### src/rtl/fp_div_seq_pkg.sv
// fp_div_seq_pkg: shared types, constants and field helpers for the FP divider and its rounder
package fp_div_seq_pkg;
    localparam int EXP_W    = 8;
    localparam int FRC_W    = 23;
    localparam int QBITS    = 26;
    localparam int EXP_BIAS = 127;

    localparam logic [2:0] RM_RNE = 3'b000;
    localparam logic [2:0] RM_RTZ = 3'b001;
    localparam logic [2:0] RM_RDN = 3'b010;
    localparam logic [2:0] RM_RUP = 3'b011;
    localparam logic [2:0] RM_RMM = 3'b100;

    localparam logic [31:0] QNAN = 32'h7FC0_0000;
    localparam logic [31:0] INF  = 32'h7F80_0000;
    localparam logic [31:0] MAXF = 32'h7F7F_FFFF;

    typedef enum logic [2:0] {IDLE, UNPACK, ITER, ROUND, DONE} state_t;

    // zero or subnormal: both are flushed to zero
    function automatic logic is_sub(input logic [31:0] f);
        return f[30:23] == '0;
    endfunction

    function automatic logic is_inf(input logic [31:0] f);
        return (&f[30:23]) && f[22:0] == '0;
    endfunction

    function automatic logic is_nan(input logic [31:0] f);
        return (&f[30:23]) && f[22:0] != '0;
    endfunction
endpackage

### src/rtl/fp_div_seq_if.sv
// fp_div_seq_if: request/result bundle of the FP divider
//   master drives start, fp_X, fp_Y, r_mode; slave drives busy, done, fp_Z, ovrf, udrf, div_zero
interface fp_div_seq_if;
    logic        start;
    logic [31:0] fp_X;
    logic [31:0] fp_Y;
    logic [2:0]  r_mode;
    logic        busy;
    logic        done;
    logic [31:0] fp_Z;
    logic        ovrf;
    logic        udrf;
    logic        div_zero;

    modport master (output start, fp_X, fp_Y, r_mode, input busy, done, fp_Z, ovrf, udrf, div_zero);
    modport slave  (input start, fp_X, fp_Y, r_mode, output busy, done, fp_Z, ovrf, udrf, div_zero);
endinterface

### src/rtl/fp_div_seq_round.sv
// fp_div_seq_round: combinational IEEE-754 single rounder with flush-to-zero underflow
//   in:  sign, e (biased, signed), frac (hidden 1 implied), guard, round, sticky, r_mode
//   out: fp_Z, ovrf, udrf
module fp_div_seq_round
    import fp_div_seq_pkg::*;
(
    input  logic              sign,
    input  logic signed [9:0] e,
    input  logic [FRC_W-1:0]  frac,
    input  logic              guard,
    input  logic              round,
    input  logic              sticky,
    input  logic [2:0]        r_mode,
    output logic [31:0]       fp_Z,
    output logic              ovrf,
    output logic              udrf
);
    logic              lost;
    logic              inc;
    logic              carry;
    logic              to_inf;
    logic [FRC_W-1:0]  frac_r;
    logic signed [9:0] e_r;

    always_comb begin
        lost   = guard | round | sticky;
        inc    = r_mode == RM_RTZ ? 1'b0 :
                 r_mode == RM_RDN ? sign & lost :
                 r_mode == RM_RUP ? ~sign & lost :
                 r_mode == RM_RMM ? guard :
                 guard & (round | sticky | frac[0]);
        // an all-ones fraction wraps to zero, which is exactly the renormalized 1.0
        carry  = (&frac) & inc;
        frac_r = frac + FRC_W'(inc);
        e_r    = e + $signed({9'd0, carry});
        to_inf = r_mode == RM_RTZ ? 1'b0 :
                 r_mode == RM_RDN ? sign :
                 r_mode == RM_RUP ? ~sign : 1'b1;
        ovrf   = e_r >= 10'sd255;
        udrf   = e_r <= 10'sd0;
        fp_Z   = ovrf ? {sign, to_inf ? INF[30:0] : MAXF[30:0]} :
                 udrf ? {sign, 31'd0} :
                 {sign, e_r[EXP_W-1:0], frac_r};
    end
endmodule

### src/rtl/fp_div_seq.sv
// fp_div_seq: sequential single-precision divider, restoring one quotient bit per cycle
//   clk, rst_n (sync, active-low); bus: slave side of fp_div_seq_if
//   start in IDLE captures operands and r_mode; done pulses with fp_Z/ovrf/udrf/div_zero
module fp_div_seq
    import fp_div_seq_pkg::*;
(
    input  logic         clk,
    input  logic         rst_n,
    fp_div_seq_if.slave  bus
);
    state_t            state;
    logic [31:0]       x;
    logic [31:0]       y;
    logic [2:0]        mode;
    logic [23:0]       my;
    logic [24:0]       rem;
    logic [24:0]       q;
    logic [4:0]        cnt;
    logic signed [9:0] e;

    logic              sign;
    logic [23:0]       mx;
    logic [23:0]       my_n;
    logic              lt;
    logic signed [9:0] e_n;
    logic              xz, yz, xi, yi, nan, sp, sp_dz;
    logic [31:0]       sp_z;
    logic              ge;
    logic [24:0]       rem_n;
    logic [31:0]       rnd_z;
    logic              rnd_o;
    logic              rnd_u;

    always_comb begin
        sign  = x[31] ^ y[31];
        mx    = {1'b1, x[22:0]};
        my_n  = {1'b1, y[22:0]};
        lt    = mx < my_n;
        // modulo-2^10 arithmetic yields the signed biased exponent directly
        e_n   = 10'({2'b0, x[30:23]} - {2'b0, y[30:23]} + 10'(EXP_BIAS) - {9'd0, lt});
        xz    = is_sub(x);
        yz    = is_sub(y);
        xi    = is_inf(x);
        yi    = is_inf(y);
        nan   = is_nan(x) | is_nan(y) | (xz & yz) | (xi & yi);
        sp    = nan | xi | yi | xz | yz;
        sp_dz = ~nan & ~xi & ~yi & yz;
        sp_z  = nan ? QNAN : (xi | sp_dz) ? {sign, INF[30:0]} : {sign, 31'd0};
        ge    = rem >= {1'b0, my};
        rem_n = (ge ? rem - {1'b0, my} : rem) << 1;
    end

    // the leading quotient bit is always 1 and falls out of the 25-bit shift register,
    // leaving fraction in q[24:2], guard in q[1], round in q[0]
    fp_div_seq_round u_round (
        .sign   (sign),
        .e      (e),
        .frac   (q[24:2]),
        .guard  (q[1]),
        .round  (q[0]),
        .sticky (|rem),
        .r_mode (mode),
        .fp_Z   (rnd_z),
        .ovrf   (rnd_o),
        .udrf   (rnd_u)
    );

    always_ff @(posedge clk) begin
        if (!rst_n) begin
            state        <= IDLE;
            x            <= '0;
            y            <= '0;
            mode         <= '0;
            my           <= '0;
            rem          <= '0;
            q            <= '0;
            cnt          <= '0;
            e            <= '0;
            bus.busy     <= 1'b0;
            bus.done     <= 1'b0;
            bus.fp_Z     <= '0;
            bus.ovrf     <= 1'b0;
            bus.udrf     <= 1'b0;
            bus.div_zero <= 1'b0;
        end else begin
            case (state)
                IDLE: begin
                    bus.done <= 1'b0;
                    if (bus.start) begin
                        x            <= bus.fp_X;
                        y            <= bus.fp_Y;
                        mode         <= bus.r_mode;
                        bus.ovrf     <= 1'b0;
                        bus.udrf     <= 1'b0;
                        bus.div_zero <= 1'b0;
                        bus.busy     <= 1'b1;
                        state        <= UNPACK;
                    end
                end
                UNPACK: begin
                    my    <= my_n;
                    rem   <= lt ? {mx, 1'b0} : {1'b0, mx};
                    e     <= e_n;
                    cnt   <= '0;
                    q     <= '0;
                    state <= sp ? DONE : ITER;
                end
                ITER: begin
                    rem <= rem_n;
                    q   <= {q[23:0], ge};
                    cnt <= cnt + 5'd1;
                    if (cnt == 5'(QBITS - 1))
                        state <= ROUND;
                end
                ROUND: state <= DONE;
                // operands and datapath are frozen here, so both result sources are stable
                DONE: begin
                    bus.fp_Z     <= sp ? sp_z : rnd_z;
                    bus.ovrf     <= ~sp & rnd_o;
                    bus.udrf     <= ~sp & rnd_u;
                    bus.div_zero <= sp & sp_dz;
                    bus.done     <= 1'b1;
                    bus.busy     <= 1'b0;
                    state        <= IDLE;
                end
                default: state <= IDLE;
            endcase
        end
    end
endmodule

### src/flat_wrapper.sv
// flat-port wrapper written by rule: the top's interface ports become plain ports
module fp_div_seq_flat import fp_div_seq_pkg::*;
  (clk, rst_n, bus_start, bus_fp_X, bus_fp_Y, bus_r_mode, bus_busy, bus_done, bus_fp_Z, bus_ovrf, bus_udrf, bus_div_zero);
  fp_div_seq_if bus_i ();
  input  logic clk;
  input  logic rst_n;
  input wire logic [$bits(bus_i.start)-1:0] bus_start;
  input wire logic [$bits(bus_i.fp_X)-1:0] bus_fp_X;
  input wire logic [$bits(bus_i.fp_Y)-1:0] bus_fp_Y;
  input wire logic [$bits(bus_i.r_mode)-1:0] bus_r_mode;
  output wire logic [$bits(bus_i.busy)-1:0] bus_busy;
  output wire logic [$bits(bus_i.done)-1:0] bus_done;
  output wire logic [$bits(bus_i.fp_Z)-1:0] bus_fp_Z;
  output wire logic [$bits(bus_i.ovrf)-1:0] bus_ovrf;
  output wire logic [$bits(bus_i.udrf)-1:0] bus_udrf;
  output wire logic [$bits(bus_i.div_zero)-1:0] bus_div_zero;
  assign bus_i.start = bus_start;
  assign bus_i.fp_X = bus_fp_X;
  assign bus_i.fp_Y = bus_fp_Y;
  assign bus_i.r_mode = bus_r_mode;
  assign bus_busy = bus_i.busy;
  assign bus_done = bus_i.done;
  assign bus_fp_Z = bus_i.fp_Z;
  assign bus_ovrf = bus_i.ovrf;
  assign bus_udrf = bus_i.udrf;
  assign bus_div_zero = bus_i.div_zero;
  fp_div_seq u_core (.clk(clk), .rst_n(rst_n), .bus(bus_i));
endmodule
### config.mk
export PLATFORM = sky130hd
export DESIGN_NAME = fp_div_seq_flat
export DESIGN_NICKNAME = d
export VERILOG_FILES = /design/src/rtl/fp_div_seq_pkg.sv /design/src/rtl/fp_div_seq_if.sv /design/src/rtl/fp_div_seq_round.sv /design/src/rtl/fp_div_seq.sv /design/src/flat_wrapper.sv
export SDC_FILE = /design/constraint.sdc
export NUM_CORES = 1
export LEC_CHECK = 0
export BUFFER_PORTS_ARGS = -buffer_cell sky130_fd_sc_hd__buf_2
export CORE_MARGIN = 2
export CORE_UTILIZATION = 45
export CTS_CLUSTER_SIZE = 20
export DETAILED_ROUTE_END_ITERATION = 7
export GPL_ROUTABILITY_DRIVEN = 0
export PLACE_DENSITY_LB_ADDON = 0.15
export SYNTH_ARGS = -nofsm -noshare
export SYNTH_HDL_FRONTEND = slang
export SYNTH_SLANG_ARGS = --single-unit
export TNS_END_PERCENT = 20
### constraint.sdc
create_clock -name clk -period 11.3 [get_ports clk]
set_input_delay 0.565 -clock clk [delete_from_list [all_inputs] [get_ports clk]]
set_output_delay 0.565 -clock clk [all_outputs]
set_load 0.02 [all_outputs]
==> flow_summary.toml <==
[status]
outcome = "complete, no violations"

[drt]
drc = 0
via_count = 10600
final_antenna_net_count = 0
routedWlPerCell_um = 16.4
dr.pass1.iters = 7
routed_wirelength_mm = 30.9
vias_per_cell = 5.63
drt_first_iter_violations = 667

[final_layout]
layout.nets = 1675
diodes = 0
area_growth_pct = 10.4
drive_above_1_share_pct = 12.0
fillers = 2596
post-route-util_pct = 50.4
final_area_mm2 = 0.0131

[floorplan]
io_pins = 107
fp.coreArea_mm2 = 0.0259
dieArea_mm2 = 0.0276
initial_utilization_pct = 45.7
die_x_um = 166
die_h_um = 166
std_cell_rows = 59

[pwr]
power.total_mw = 2.36
vdd_drop_max_mv = 0.0935
leakage_nw = 5.23
p_per_area_mw_per_mm2 = 181

[critical_path]
crit_top_cell = "nand4_1"
ff2ff_setup_slack_ns = 7.17
setup.worst_path.end_class = "register"
critPathMaxFanout = 22
arrival_ns = 4.48
critPathKind = "register to register"
r2r_start = "u_core.q[6]$_SDFFE_PN0P_"
rr_endpoint = "u_core.bus.fp_Z[0]$_SDFFE_PN0P_"
worstSetupStartpointType = "register"
path_cells = "and4_1 -> nand3_1 -> a211oi_1 -> nand4_1 -> nor3_1 -> ha_1 -> ha_1 -> and2_1 -> nand4_1 -> xnor2_1 -> o31ai_4 -> nand3_1 -> nand4_1 -> o21ai_0"
max_stage_delay_ns = 0.66
cp_slowest_cell = "nand4_1"
crit_required_ns = 11.65
reg2reg_depth = 14

[grt]
grt_first_pass_wirelength_mm = 51.8
grt_pass1_vias = 10000
gr-usage-met3_pct = 3.53
met1_usage_pct = 33.5
grt_use_met2_pct = 33.3
grt_max_degree = 114
grt_overflow = 0
antenna_found_initial = 0
track_usage_pct = 22.4
grt_busiest_layer = "met1"

[logic_synthesis]
ys_async_sr_fraction_pct = 0
yosys-top-cells-count = "262 x nand2_1, 196 x dfxtp_1, 99 x a21boi_0, 83 x inv_1, 74 x nor2_1"
yosysTopAreaCell = "dfxtp_1"
ys.warnings.count = 0
syn-instance-count = 1494
synth_most_common_cell = "nand2_1"
synth_cell_type_count = 84
synth_area_mm2 = 0.0118
yosysTopAreaCellShare_pct = 33.2
avgSynthCellArea_um2 = 7.92
ys.flop_type = "dfxtp_1"
ys_ff_latch = 196
synth-edff-count = 0
synth_nets = 1635
synth_seq_area_share_pct = 33.2
netlist_top_cells_area = "dfxtp_1 33%, nand2_1 8.3%, ha_1 7.2%"

[hold_path]
hp-class = "primary input to register"
min_path_cells = 3
hold_path_end = "u_core.x[8]$_SDFFE_PN0P_"
worstHoldStart = "bus_fp_X[8]"

[sta]
hold_ws_ns = 0.353
finalMaxSlewViolations = 0
period_share_pct = 36.5
max-slew-margin-rel_pct = 25.2
fin_skew_ns = 0.0188
worst_pin_slew_ns = 1.12
layout_min_cycle_time_ns = 4.13
grt_setup_unrepaired = "false"
setup_violations = 0
hold_violations = 0
max_clock_freq_mhz = 242
setup_tns_ns = 0

[cts]
clock_latency_ns = 0.45
cts_tree = "done"
clock-root-buffer = "clkbuf_16"
cts_buffers = 17
hold_buffers = 0
cts_buffer_depth = 2
cts.clk_slew.worst_paths_ns = 0.09
post_cts_buffers = 0
htree_num_levels = 4
post_cts_resized = 0
clkSinkCount = 196

[place]
post-dp-hpwl_mm = 22.3
place_area_mm2 = 0.0125
portBuffers = 106

[job]
maxCapViolCount = 0
## where the power goes
group          switching, mW  leakage (nW)  internal [mW]  total [mW]
logic                  0.573          3.34          0.377       0.950
clock network          0.310         0.289          0.304       0.614
registers             0.0599          1.60          0.739       0.799
total                  0.943          5.23           1.42        2.36
## stage by stage
step | setup WS (ns) | cells
final | 7.17 | 1882
after global routing | 6.70 | 1882
after CTS | 7.15 | 1882
after detailed placement | 7.19 | 1850
after global placement | 7.38 | 1850
after floorplan | 7.65 | 1494
## cell families (layout without fill, tap and decap cells)
family                   count (synthesis)  in the layout  share of synthesized area (%)
AO/OA/AOI/OAI                          397            397                           23.2
flip-flops                             196            196                           33.2
XOR/XNOR                                54             54                           4.00
AND/OR/NAND/NOR                        564            564                           22.8
multiplexers                            34             34                           3.08
buffers and inverters                  178            231                           6.07
adder cells (fa/ha/maj)                 71             71                           7.70
## critical path, delay by kind of cell (launching register included)
family          cells  cell delay [ns]
flops               1             0.45
xor+xnor            1             0.31
compound gates      3             0.78
fa+ha+maj           2             0.48
simple gates        8             2.01
## metal layers
layer	vias up	share of wire, %
met1	4921	51
met2	277	42
met5	-	0
met4	0	1.7
met3	38	4.7
li1	5359	-
## cell usage in the layout, fill, tap and decap left out, types with 5 or more instances in the layout
cell type / Yosys / routed
o311ai_0: 5 / 5
dfxtp_1: 196 / 196
o21a_1: 20 / 20
a22oi_1: 26 / 26
nand2b_1: 9 / 9
nor2b_1: 35 / 35
buf_4: 5 / 11
or3_1: 5 / 5
nor4_1: 23 / 23
ha_1: 68 / 68
and2_1: 14 / 14
a21boi_0: 99 / 99
xor2_1: 17 / 17
nor2_1: 74 / 73
and3_1: 11 / 11
a221oi_1: 5 / 5
nand3_1: 35 / 35
inv_1: 83 / 83
mux2i_1: 18 / 18
nand4_1: 36 / 36
nand2_1: 262 / 262
a31oi_1: 13 / 13
mux2_2: 15 / 15
a21oi_1: 68 / 68
o21ai_0: 51 / 51
a21o_1: 21 / 21
buf_2: 22 / 105
a311oi_1: 6 / 6
or4_1: 5 / 5
o211ai_1: 9 / 9
o21ai_1: 11 / 11
a211oi_1: 14 / 14
nor3_1: 28 / 27
clkbuf_16: 0 / 17
xnor2_1: 37 / 37
## area by class of cell
type	instances	area, µm²	share of cell area (%)
multi-input combinational	1120	7210	55.2
clock buffer	18	439	3.36
inverter	83	312	2.38
tap	335	419	3.21
sequential	196	3920	30.0
clock inverter	14	159	1.22
timing repair buffer	116	608	4.65
## worst max path at each step
stage / startpoint / end / slack [ns] / cells after the start
after detailed placement: u_core.q[6]$_SDFFE_PN0P_ / u_core.bus.fp_Z[0]$_SDFFE_PN0P_ / 7.19 / 14
after floorplan: u_core.y[15]$_SDFFE_PN0P_ / u_core.e[9]$_SDFFE_PN0N_ / 7.65 / 20
after global placement: u_core.q[6]$_SDFFE_PN0P_ / u_core.bus.fp_Z[6]$_SDFFE_PN0P_ / 7.38 / 14
after global routing: u_core.q[6]$_SDFFE_PN0P_ / u_core.bus.fp_Z[0]$_SDFFE_PN0P_ / 6.70 / 14
final: u_core.q[6]$_SDFFE_PN0P_ / u_core.bus.fp_Z[0]$_SDFFE_PN0P_ / 7.17 / 14
after CTS: u_core.q[6]$_SDFFE_PN0P_ / u_core.bus.fp_Z[0]$_SDFFE_PN0P_ / 7.15 / 14
## state kept, by name, summed over array words and instances, names as in the netlist
signal               flops
u_core.state             3
u_core.my               24
u_core.mode              3
u_core.bus.done          1
u_core.bus.div_zero      1
u_core.bus.fp_Z         32
u_core.y                32
u_core.rem              25
u_core.bus.ovrf          1
u_core.x                32
u_core.cnt               5
u_core.bus.busy          1
u_core.e                10
u_core.q                25
u_core.bus.udrf          1
Power figures use the tool's default switching activity.
